File: config.mk
export PLATFORM = sky130hd
export DESIGN_NAME = calc_req_issuer
export DESIGN_NICKNAME = d
export VERILOG_FILES = /design/src/rtl/calc_pkg.sv /design/src/rtl/calc_tag_pool.sv /design/src/rtl/calc_req_issuer.sv
export SDC_FILE = /design/constraint.sdc
export NUM_CORES = 1
export LEC_CHECK = 0
export ABC_AREA = 1
export CORE_ASPECT_RATIO = 1.25
export CORE_MARGIN = 1.5
export CORE_UTILIZATION = 43
export CTS_CLUSTER_SIZE = 24
export DETAILED_ROUTE_END_ITERATION = 8
export HOLD_SLACK_MARGIN = 0.06
export PLACE_DENSITY = 0.76
export SLEW_MARGIN = 5
export SYNTH_ARGS = -nofsm -noshare
export SYNTH_HDL_FRONTEND = slang
export SYNTH_SLANG_ARGS = --single-unit
File: constraint.sdc
create_clock -name c_clk -period 7 [get_ports c_clk]
set_input_delay 2.1 -clock c_clk [delete_from_list [all_inputs] [get_ports c_clk]]
set_output_delay 2.1 -clock c_clk [all_outputs]
set_load 0.02 [all_outputs]
File: src/rtl/calc_pkg.sv
// Shared types and constants for the calculator request issuer.
package calc_pkg;

    localparam int NUM_TAGS = 4;

    typedef logic [1:0]  tag_t;
    typedef logic [31:0] data_t;

    typedef enum logic [3:0] {
        CMD_NOP = 4'd0,
        CMD_ADD = 4'd1,
        CMD_SUB = 4'd2,
        CMD_SHL = 4'd5,
        CMD_SHR = 4'd6
    } cmd_e;

    typedef enum logic [1:0] {
        RESP_NONE = 2'd0,
        RESP_OK   = 2'd1,
        RESP_OVF  = 2'd2,
        RESP_INV  = 2'd3
    } resp_e;

endpackage

File: src/rtl/calc_tag_pool.sv
// Tag pool: busy bitmap, lowest-free allocator, per-tag command store and
// per-tag age counters that raise a one-cycle timeout pulse.
module calc_tag_pool
    import calc_pkg::*;
#(
    parameter int TIMEOUT = 64
) (
    input  logic                c_clk,
    input  logic                reset,
    input  logic                alloc_i,
    input  logic [3:0]          alloc_cmd_i,
    input  logic                free_i,
    input  tag_t                free_tag_i,
    input  tag_t                rd_tag_i,
    output tag_t                grant_tag_o,
    output logic                any_free_o,
    output logic [NUM_TAGS-1:0] busy_o,
    output logic [3:0]          rd_cmd_o,
    output logic [NUM_TAGS-1:0] tmo_pulse_o
);

    localparam int AGE_W = $clog2(TIMEOUT + 1);

    logic [NUM_TAGS-1:0] busy_q, busy_d;
    logic [3:0]          cmd_q [NUM_TAGS];
    logic [3:0]          cmd_d [NUM_TAGS];
    logic [AGE_W-1:0]    age_q [NUM_TAGS];
    logic [AGE_W-1:0]    age_d [NUM_TAGS];

    assign any_free_o = ~&busy_q;
    assign busy_o     = busy_q;
    assign rd_cmd_o   = cmd_q[rd_tag_i];

    // Lowest-index free tag; scanning downward leaves the lowest one last.
    always_comb begin
        grant_tag_o = '0;
        for (int i = NUM_TAGS - 1; i >= 0; i--) begin
            if (!busy_q[i]) grant_tag_o = tag_t'(i);
        end
    end

    // Timeout fires when the age reaches TIMEOUT; a same-cycle response wins.
    always_comb begin
        tmo_pulse_o = '0;
        for (int i = 0; i < NUM_TAGS; i++) begin
            tmo_pulse_o[i] = busy_q[i] && (age_q[i] == AGE_W'(TIMEOUT))
                             && !(free_i && (free_tag_i == tag_t'(i)));
        end
    end

    // Next-state for bitmap, stored commands and age counters.
    always_comb begin
        busy_d = busy_q;
        cmd_d  = cmd_q;
        age_d  = age_q;
        for (int i = 0; i < NUM_TAGS; i++) begin
            if (alloc_i && (grant_tag_o == tag_t'(i))) begin
                busy_d[i] = 1'b1;
                cmd_d[i]  = alloc_cmd_i;
                age_d[i]  = '0;
            end else if (busy_q[i]) begin
                if ((free_i && (free_tag_i == tag_t'(i))) || tmo_pulse_o[i]) begin
                    busy_d[i] = 1'b0;
                end else begin
                    age_d[i] = age_q[i] + 1'b1;
                end
            end
        end
    end

    // Pool state registers.
    always_ff @(posedge c_clk or posedge reset) begin
        if (reset) begin
            busy_q <= '0;
            for (int i = 0; i < NUM_TAGS; i++) begin
                cmd_q[i] <= '0;
                age_q[i] <= '0;
            end
        end else begin
            busy_q <= busy_d;
            cmd_q  <= cmd_d;
            age_q  <= age_d;
        end
    end

endmodule

File: src/rtl/calc_req_issuer.sv
// Request issuer: accepts whole operations, serialises them into the
// two-cycle calculator request, pairs responses with their command and
// keeps sticky timeout / spurious-response flags.
//
// state | meaning
// IDLE  | ready for a new operation if a tag is free
// OP2   | second request beat (operand b) on the calculator port
module calc_req_issuer
    import calc_pkg::*;
#(
    parameter int TIMEOUT = 64
) (
    input  logic        c_clk,
    input  logic        reset,
    input  logic        op_valid,
    output logic        op_ready,
    input  logic [3:0]  op_cmd,
    input  logic [31:0] op_a,
    input  logic [31:0] op_b,
    output logic [3:0]  reqcmd,
    output logic [1:0]  reqtag,
    output logic [31:0] reqdata,
    input  logic [1:0]  out_resp,
    input  logic [31:0] out_data,
    input  logic [1:0]  out_tag,
    output logic        cpl_valid,
    output logic [3:0]  cpl_cmd,
    output logic [1:0]  cpl_tag,
    output logic [1:0]  cpl_resp,
    output logic [31:0] cpl_data,
    output logic        tmo_err,
    output logic [3:0]  tmo_mask,
    output logic        spur_err
);

    typedef enum logic {ST_IDLE, ST_OP2} state_e;

    state_e              state_q, state_d;
    logic                issue_q, issue_d;
    tag_t                tag_q, tag_d;
    data_t               b_q, b_d;
    logic [3:0]          reqcmd_q, reqcmd_d;
    tag_t                reqtag_q, reqtag_d;
    data_t               reqdata_q, reqdata_d;
    logic                cpl_valid_q, cpl_valid_d;
    logic [3:0]          cpl_cmd_q, cpl_cmd_d;
    tag_t                cpl_tag_q, cpl_tag_d;
    logic [1:0]          cpl_resp_q, cpl_resp_d;
    data_t               cpl_data_q, cpl_data_d;
    logic                tmo_err_q, tmo_err_d;
    logic [3:0]          tmo_mask_q, tmo_mask_d;
    logic                spur_q, spur_d;

    logic                alloc, rsp_hit, rsp_any;
    tag_t                grant_tag;
    logic                any_free;
    logic [NUM_TAGS-1:0] busy;
    logic [3:0]          rd_cmd;
    logic [NUM_TAGS-1:0] tmo_pulse;

    calc_tag_pool #(.TIMEOUT(TIMEOUT)) u_pool (
        .c_clk       (c_clk),
        .reset       (reset),
        .alloc_i     (alloc),
        .alloc_cmd_i (op_cmd),
        .free_i      (rsp_hit),
        .free_tag_i  (out_tag),
        .rd_tag_i    (out_tag),
        .grant_tag_o (grant_tag),
        .any_free_o  (any_free),
        .busy_o      (busy),
        .rd_cmd_o    (rd_cmd),
        .tmo_pulse_o (tmo_pulse)
    );

    assign rsp_any = (out_resp != RESP_NONE);
    assign rsp_hit = rsp_any && busy[out_tag];

    // FSM next state, request beats, completions and sticky flags.
    always_comb begin
        state_d     = state_q;
        issue_d     = issue_q;
        tag_d       = tag_q;
        b_d         = b_q;
        reqcmd_d    = '0;
        reqtag_d    = '0;
        reqdata_d   = '0;
        alloc       = 1'b0;
        op_ready    = 1'b0;
        case (state_q)
            ST_IDLE: begin
                op_ready = any_free && !reset;
                if (op_valid && op_ready) begin
                    state_d = ST_OP2;
                    issue_d = (op_cmd != CMD_NOP);
                    tag_d   = grant_tag;
                    b_d     = op_b;
                    // A no-op is swallowed here: no tag and no request beat.
                    if (op_cmd != CMD_NOP) begin
                        alloc     = 1'b1;
                        reqcmd_d  = op_cmd;
                        reqtag_d  = grant_tag;
                        reqdata_d = op_a;
                    end
                end
            end
            ST_OP2: begin
                state_d = ST_IDLE;
                if (issue_q) begin
                    reqtag_d  = tag_q;
                    reqdata_d = b_q;
                end
            end
            default: state_d = ST_IDLE;
        endcase

        cpl_valid_d = rsp_hit;
        cpl_cmd_d   = rsp_hit ? rd_cmd : '0;
        cpl_tag_d   = rsp_hit ? out_tag : '0;
        cpl_resp_d  = rsp_hit ? out_resp : '0;
        cpl_data_d  = rsp_hit ? out_data : '0;

        spur_d    = spur_q | (rsp_any && !busy[out_tag]);
        tmo_err_d = tmo_err_q | (|tmo_pulse);
        // Mask is numbered from the MSB: tag 0 is bit 3, tag 3 is bit 0.
        tmo_mask_d = tmo_mask_q;
        for (int i = 0; i < NUM_TAGS; i++) begin
            if (tmo_pulse[i]) tmo_mask_d[NUM_TAGS-1-i] = 1'b1;
        end
    end

    // State and output registers.
    always_ff @(posedge c_clk or posedge reset) begin
        if (reset) begin
            state_q     <= ST_IDLE;
            issue_q     <= 1'b0;
            tag_q       <= '0;
            b_q         <= '0;
            reqcmd_q    <= '0;
            reqtag_q    <= '0;
            reqdata_q   <= '0;
            cpl_valid_q <= 1'b0;
            cpl_cmd_q   <= '0;
            cpl_tag_q   <= '0;
            cpl_resp_q  <= '0;
            cpl_data_q  <= '0;
            tmo_err_q   <= 1'b0;
            tmo_mask_q  <= '0;
            spur_q      <= 1'b0;
        end else begin
            state_q     <= state_d;
            issue_q     <= issue_d;
            tag_q       <= tag_d;
            b_q         <= b_d;
            reqcmd_q    <= reqcmd_d;
            reqtag_q    <= reqtag_d;
            reqdata_q   <= reqdata_d;
            cpl_valid_q <= cpl_valid_d;
            cpl_cmd_q   <= cpl_cmd_d;
            cpl_tag_q   <= cpl_tag_d;
            cpl_resp_q  <= cpl_resp_d;
            cpl_data_q  <= cpl_data_d;
            tmo_err_q   <= tmo_err_d;
            tmo_mask_q  <= tmo_mask_d;
            spur_q      <= spur_d;
        end
    end

    assign reqcmd    = reqcmd_q;
    assign reqtag    = reqtag_q;
    assign reqdata   = reqdata_q;
    assign cpl_valid = cpl_valid_q;
    assign cpl_cmd   = cpl_cmd_q;
    assign cpl_tag   = cpl_tag_q;
    assign cpl_resp  = cpl_resp_q;
    assign cpl_data  = cpl_data_q;
    assign tmo_err   = tmo_err_q;
    assign tmo_mask  = tmo_mask_q;
    assign spur_err  = spur_q;

endmodule

* Yosys cells after proc, flatten, opt, wreduce, memory -nomap -nowiden *
Cells that the tools add are included.

word-level totals
  register bits = 169
  output and inout port bits = 86
  word-level logic and storage cells = 151

operators by class
  add/sub/neg operators = 4
  magnitude comparators = 2
  eq/ne operators = 14
  multiplexer cells = 54
  bitwise operators = 4
  reductions and logical operators = 46

operator list
  kind                   count
  $mux W32               4
  $mux W7                12
  $pmux W32 S2           1
  $add A7 B1 Y7 const B  4
  $eq A7 B7 Y1 const B   4
  $mux W4                6
  $logic_and A1 B1 Y1    20
  $mux W1                18
  $mux W2                9
  $reduce_and A2 Y1      5
  $reduce_bool A2 Y1     5
  $bmux W4 S2            1
  $eq A2 B2 Y1 const B   4
  $ne A2 B1 Y1 const B   4
  $logic_not A1 Y1       7
  $eq A2 B1 Y1 const B   2
  $logic_not A2 Y1       2
  $logic_or A1 B1 Y1     4
  $pmux W2 S2            1
  $reduce_and A4 Y1      1
  $reduce_bool A4 Y1     1
  $reduce_or A4 Y1       1
  $ge A3 B3 Y1 const B   1
  $lt A2 B3 Y1 const B   1
  other kinds (5)        6

* Logic depth before layout (Yosys ltp) *
  word-level depth = 10
  gate-level depth with buffers = 10
  gate-level depth less buffers = 10

* Cells and area by module *
Synthesis repeated with hierarchy kept, for this count alone.

unflattened totals
  cells, all modules = 843
  area, all modules = 7284.5 µm²

by module, submodules not included
  module           times used  cells an instance  area an instance (µm²)  sequential area each (µm²)
  calc_req_issuer  1           469                4430.5                  3027.9
  calc_tag_pool    1           374                2854.0                  1201.2

* Worst setup path after synthesis *
Ideal clock, no wire load.

  kind = input-to-output
  start point = input reset
  end point = output op_ready
  data arrival time = 2.552 ns
  data required time = 4.900 ns
  setup slack = 2.348 ns
  cell stages on the path = 2
  cells stage by stage = or2_1 -> nor2_4

between the ends
  longest elaborated chain between the ends = 3

ends and longest elaborated chain
  element                            line                   text
  from (decl)                        calc_req_issuer.sv:14  input logic reset,
  $logic_not A1 Y1 (no source line)  -
  $logic_and A1 B1 Y1                calc_req_issuer.sv:92  op_ready = any_free && !reset;
  $mux W1                            calc_req_issuer.sv:90  case (state_q)
  to (decl)                          calc_req_issuer.sv:16  output logic op_ready,

No other way between the ends.

* Worst setup path after layout *
Ends and elaborated chain as after synthesis.

==> run metrics <==
initial antenna violation count 0; hold depth 2; worst-skew pair later-pin latency 0.43 ns; Int Pwr 0.002105 W; maximum clock path buffer count 2; floorplan core area 15,700 um2; Sw Ratio 0.3191; post-synthesis compound-gate area fraction 0.07942; GR Util met3 0.05456; Finished Cell Area 9687 um2; DRC Markers 0; RSZ-0062 raised after global routing no; distinct cell type count after synthesis 33; post-route ant nets 0; busiest grt layer met2; global route total overflow 0; R2R setup slack 4.88 ns; Num CTS Buffers 17; worst hold slack 0.4652 ns; final period utilization 0.8188; Area Overhead vs Synth 38.80%; layout cells sized above 1 0.05827; total of warnings raised by yosys 0; setup violators final 0; Critical Path RT 4.90 ns; Reg clk slew, reported paths 0.06 ns; power per cell area 319.1 nW/um2; Slew Limit Fails 0; largest net degree at the start of global routing 85; mux cell area share after synthesis 0; diode count 0; IO Port Bufs 192; Overall Global Routing Usage 0.2039; TritonCTS clock tree built; die area 17,010 um2; met2 GRT Util 0.3567; Final Critical Period 5.732 ns; GPL Wtd Cong 0.8175; Die Wd 117.0 um; CP endpoint kind output pin; Psw 0.0009861 W; H-tree depth 4; hold_sp tmo_mask[3]$_DFFE_PP0P_; CTS resizes 0; Max Fanout on Critical Path 3; DRT iter0 DRCs 328; Post-Synth Simple-Gate Area 0.1931; Placed Cells 1,141; first-pass GRT wire length 26.55 mm; Area after DPL 9056 um2; setup TNS 0 ns; Slew HR 0.2810; vias per inst 4.665; Seq/Total Area, Yosys 0.6060; Layout Nets 1,063; max-cap viol count 0; worst hold endpoint tmo_mask[3]$_DFFE_PP0P_; Hold Path Class register to register; synthesized cell area 6979 um2; Gate power share 0.257; Avg Cell Area, Syn 9.232 um2; vias in the first global route 5,376; io pins 193; Mapped Cells 756; fin cells 1,173; Synth Area in Adders 0.01434; clock power share 0.320; Synth Area in XOR/XNOR 0.02133; average wire per cell in the routed design 14.19 um; post-CTS setup buffer count 0; Fin Clk Skew 0.01546 ns; Max VDD drop 0.1798 mV; met1 usage 0.2272; Seq pwr share 0.423; Mapped Nets 871; CP arrival 3.63 ns; final hold viol count 0; Initial Util 0.4446; row count 51; Worst R2R End reqtag[1]$_DFF_PP0_; root buf cell clkbuf_16; hold buffer count at CTS 0; drt first pass iters 5; TritonCTS Sinks 169; reg2reg start u_pool.busy_o[1]$_DFF_PP0_; reg2reg path depth 7; Total Wirelength 16.65 mm; f_max 0.1745 GHz; crit path launch type input port; Chip Height 145.4 um; placed wire-length estimate 11.55 mm; largest family of logic cells by synthesized area simple AND/OR/NAND/NOR gates; Via Count 5,472; status complete, no violations; Worst Tran Pin Value 1.076 ns; Synth Register Bits 169; Crit Path Class input port to output pin; Lkg Pwr 4.775 nW
[stage by stage]
step	util	total power [W]	setup WS, ns
after floorplan	-	0.001813	0.3249
after detailed placement	0.5769	0.002118	1.261
after global placement	0.5769	0.002091	1.265
after CTS	0.6171	0.003121	1.255
final	0.6171	0.003091	1.268
after global routing	0.6171	0.003285	1.229
[layout make-up]
class | count | area (um2)
clock buffer | 20 | 466.7
inverter | 123 | 466.7
sequential | 169 | 4229
fill | 1332 | 6011
tap | 212 | 265.3
timing repair buffer | 195 | 1944
multi-input combinational | 442 | 2151
clock inverter | 12 | 163.9
[per-layer routing]
metal,wire length [um],share of wire
met3,980,0.059
met4,496,0.030
met2,8643,0.52
met5,0,0
met1,6524,0.39
[power by group through the flow]
stage                     Clock (W)  Combinational, W  Sequential [W]
after CTS                   0.00101          0.000804         0.00131
after floorplan                   0          0.000444         0.00137
after global placement            0          0.000778         0.00131
final                      0.000989          0.000794         0.00131
after detailed placement          0          0.000798         0.00132
after global routing        0.00105          0.000902         0.00133
[registers in the layout, indices dropped and copies added, names as in the netlist, 2 cells and up]
signal         count
b_q               32
cpl_data          32
reqdata           32
u_pool.age_q      28
u_pool.cmd_q      16
cpl_cmd            4
reqcmd             4
tmo_mask           4
u_pool.busy_o      4
cpl_resp           2
cpl_tag            2
reqtag             2
tag_q              2
[cell usage in the layout, fill, tap and decap left out, drive strengths merged, types with 8 or more instances in the layout]
cell type / count
clkbuf: 20
clkdlybuf4s50: 192
dfrtp: 169
ha: 8
inv: 126
nand2: 187
nand3: 42
nand4: 8
nor2: 69
o21ai: 89
xor2: 13
[cell families after synthesis]
| logic type | Yosys count |
|---|---|
| AND/OR/NAND/NOR | 316 |
| buffers and inverters | 145 |
| XOR/XNOR | 17 |
| flip-flops | 169 |
| adder cells (fa/ha/maj) | 8 |
| AO/OA/AOI/OAI | 101 |
[how the worst max path moves through the flow]
| stage | start | slack, ns | depth (start not counted) | to |
|---|---|---|---|---|
| global placement | reset | 1.26 | 4 | op_ready |
| floorplan | reset | 0.32 | 1 | b_q[0]$_DFFE_PP0P_ |
| CTS | reset | 1.25 | 4 | op_ready |
| detailed placement | reset | 1.26 | 4 | op_ready |
| global route | reset | 1.23 | 4 | op_ready |
| finish | reset | 1.27 | 4 | op_ready |
[synthesized netlist by cell type (all sizes together)]
| cell | n | area (um2) |
|---|---|---|
| dfrtp | 169 | 4229 |
| o22ai | 1 | 6.260 |
| buf | 13 | 103.8 |
| nand3b | 1 | 7.510 |
| clkbuf | 9 | 33.78 |
| a21oi | 2 | 10.01 |
| a22oi | 4 | 30.03 |
| xnor2 | 4 | 35.03 |
| or2 | 2 | 12.52 |
| inv | 123 | 461.7 |
| nor3 | 4 | 20.02 |
| a31oi | 4 | 25.02 |
| ha | 8 | 100.1 |
| nor4 | 2 | 12.51 |
| nand4 | 8 | 56.30 |
| nor2b | 1 | 6.260 |
| nor2 | 69 | 282.8 |
| nand3 | 42 | 210.2 |
| xor2 | 13 | 113.9 |
| o21bai | 1 | 7.510 |
| o21ai | 89 | 475.5 |
| nand2 | 187 | 739.5 |
[critical path: stages]
cell,delay (ns)
clkdlybuf4s50_1,0.48
or2_1,0.28
nor2_4,0.16
clkdlybuf4s50_1,0.62
Note: power is estimated with default switching activity, not from simulation.
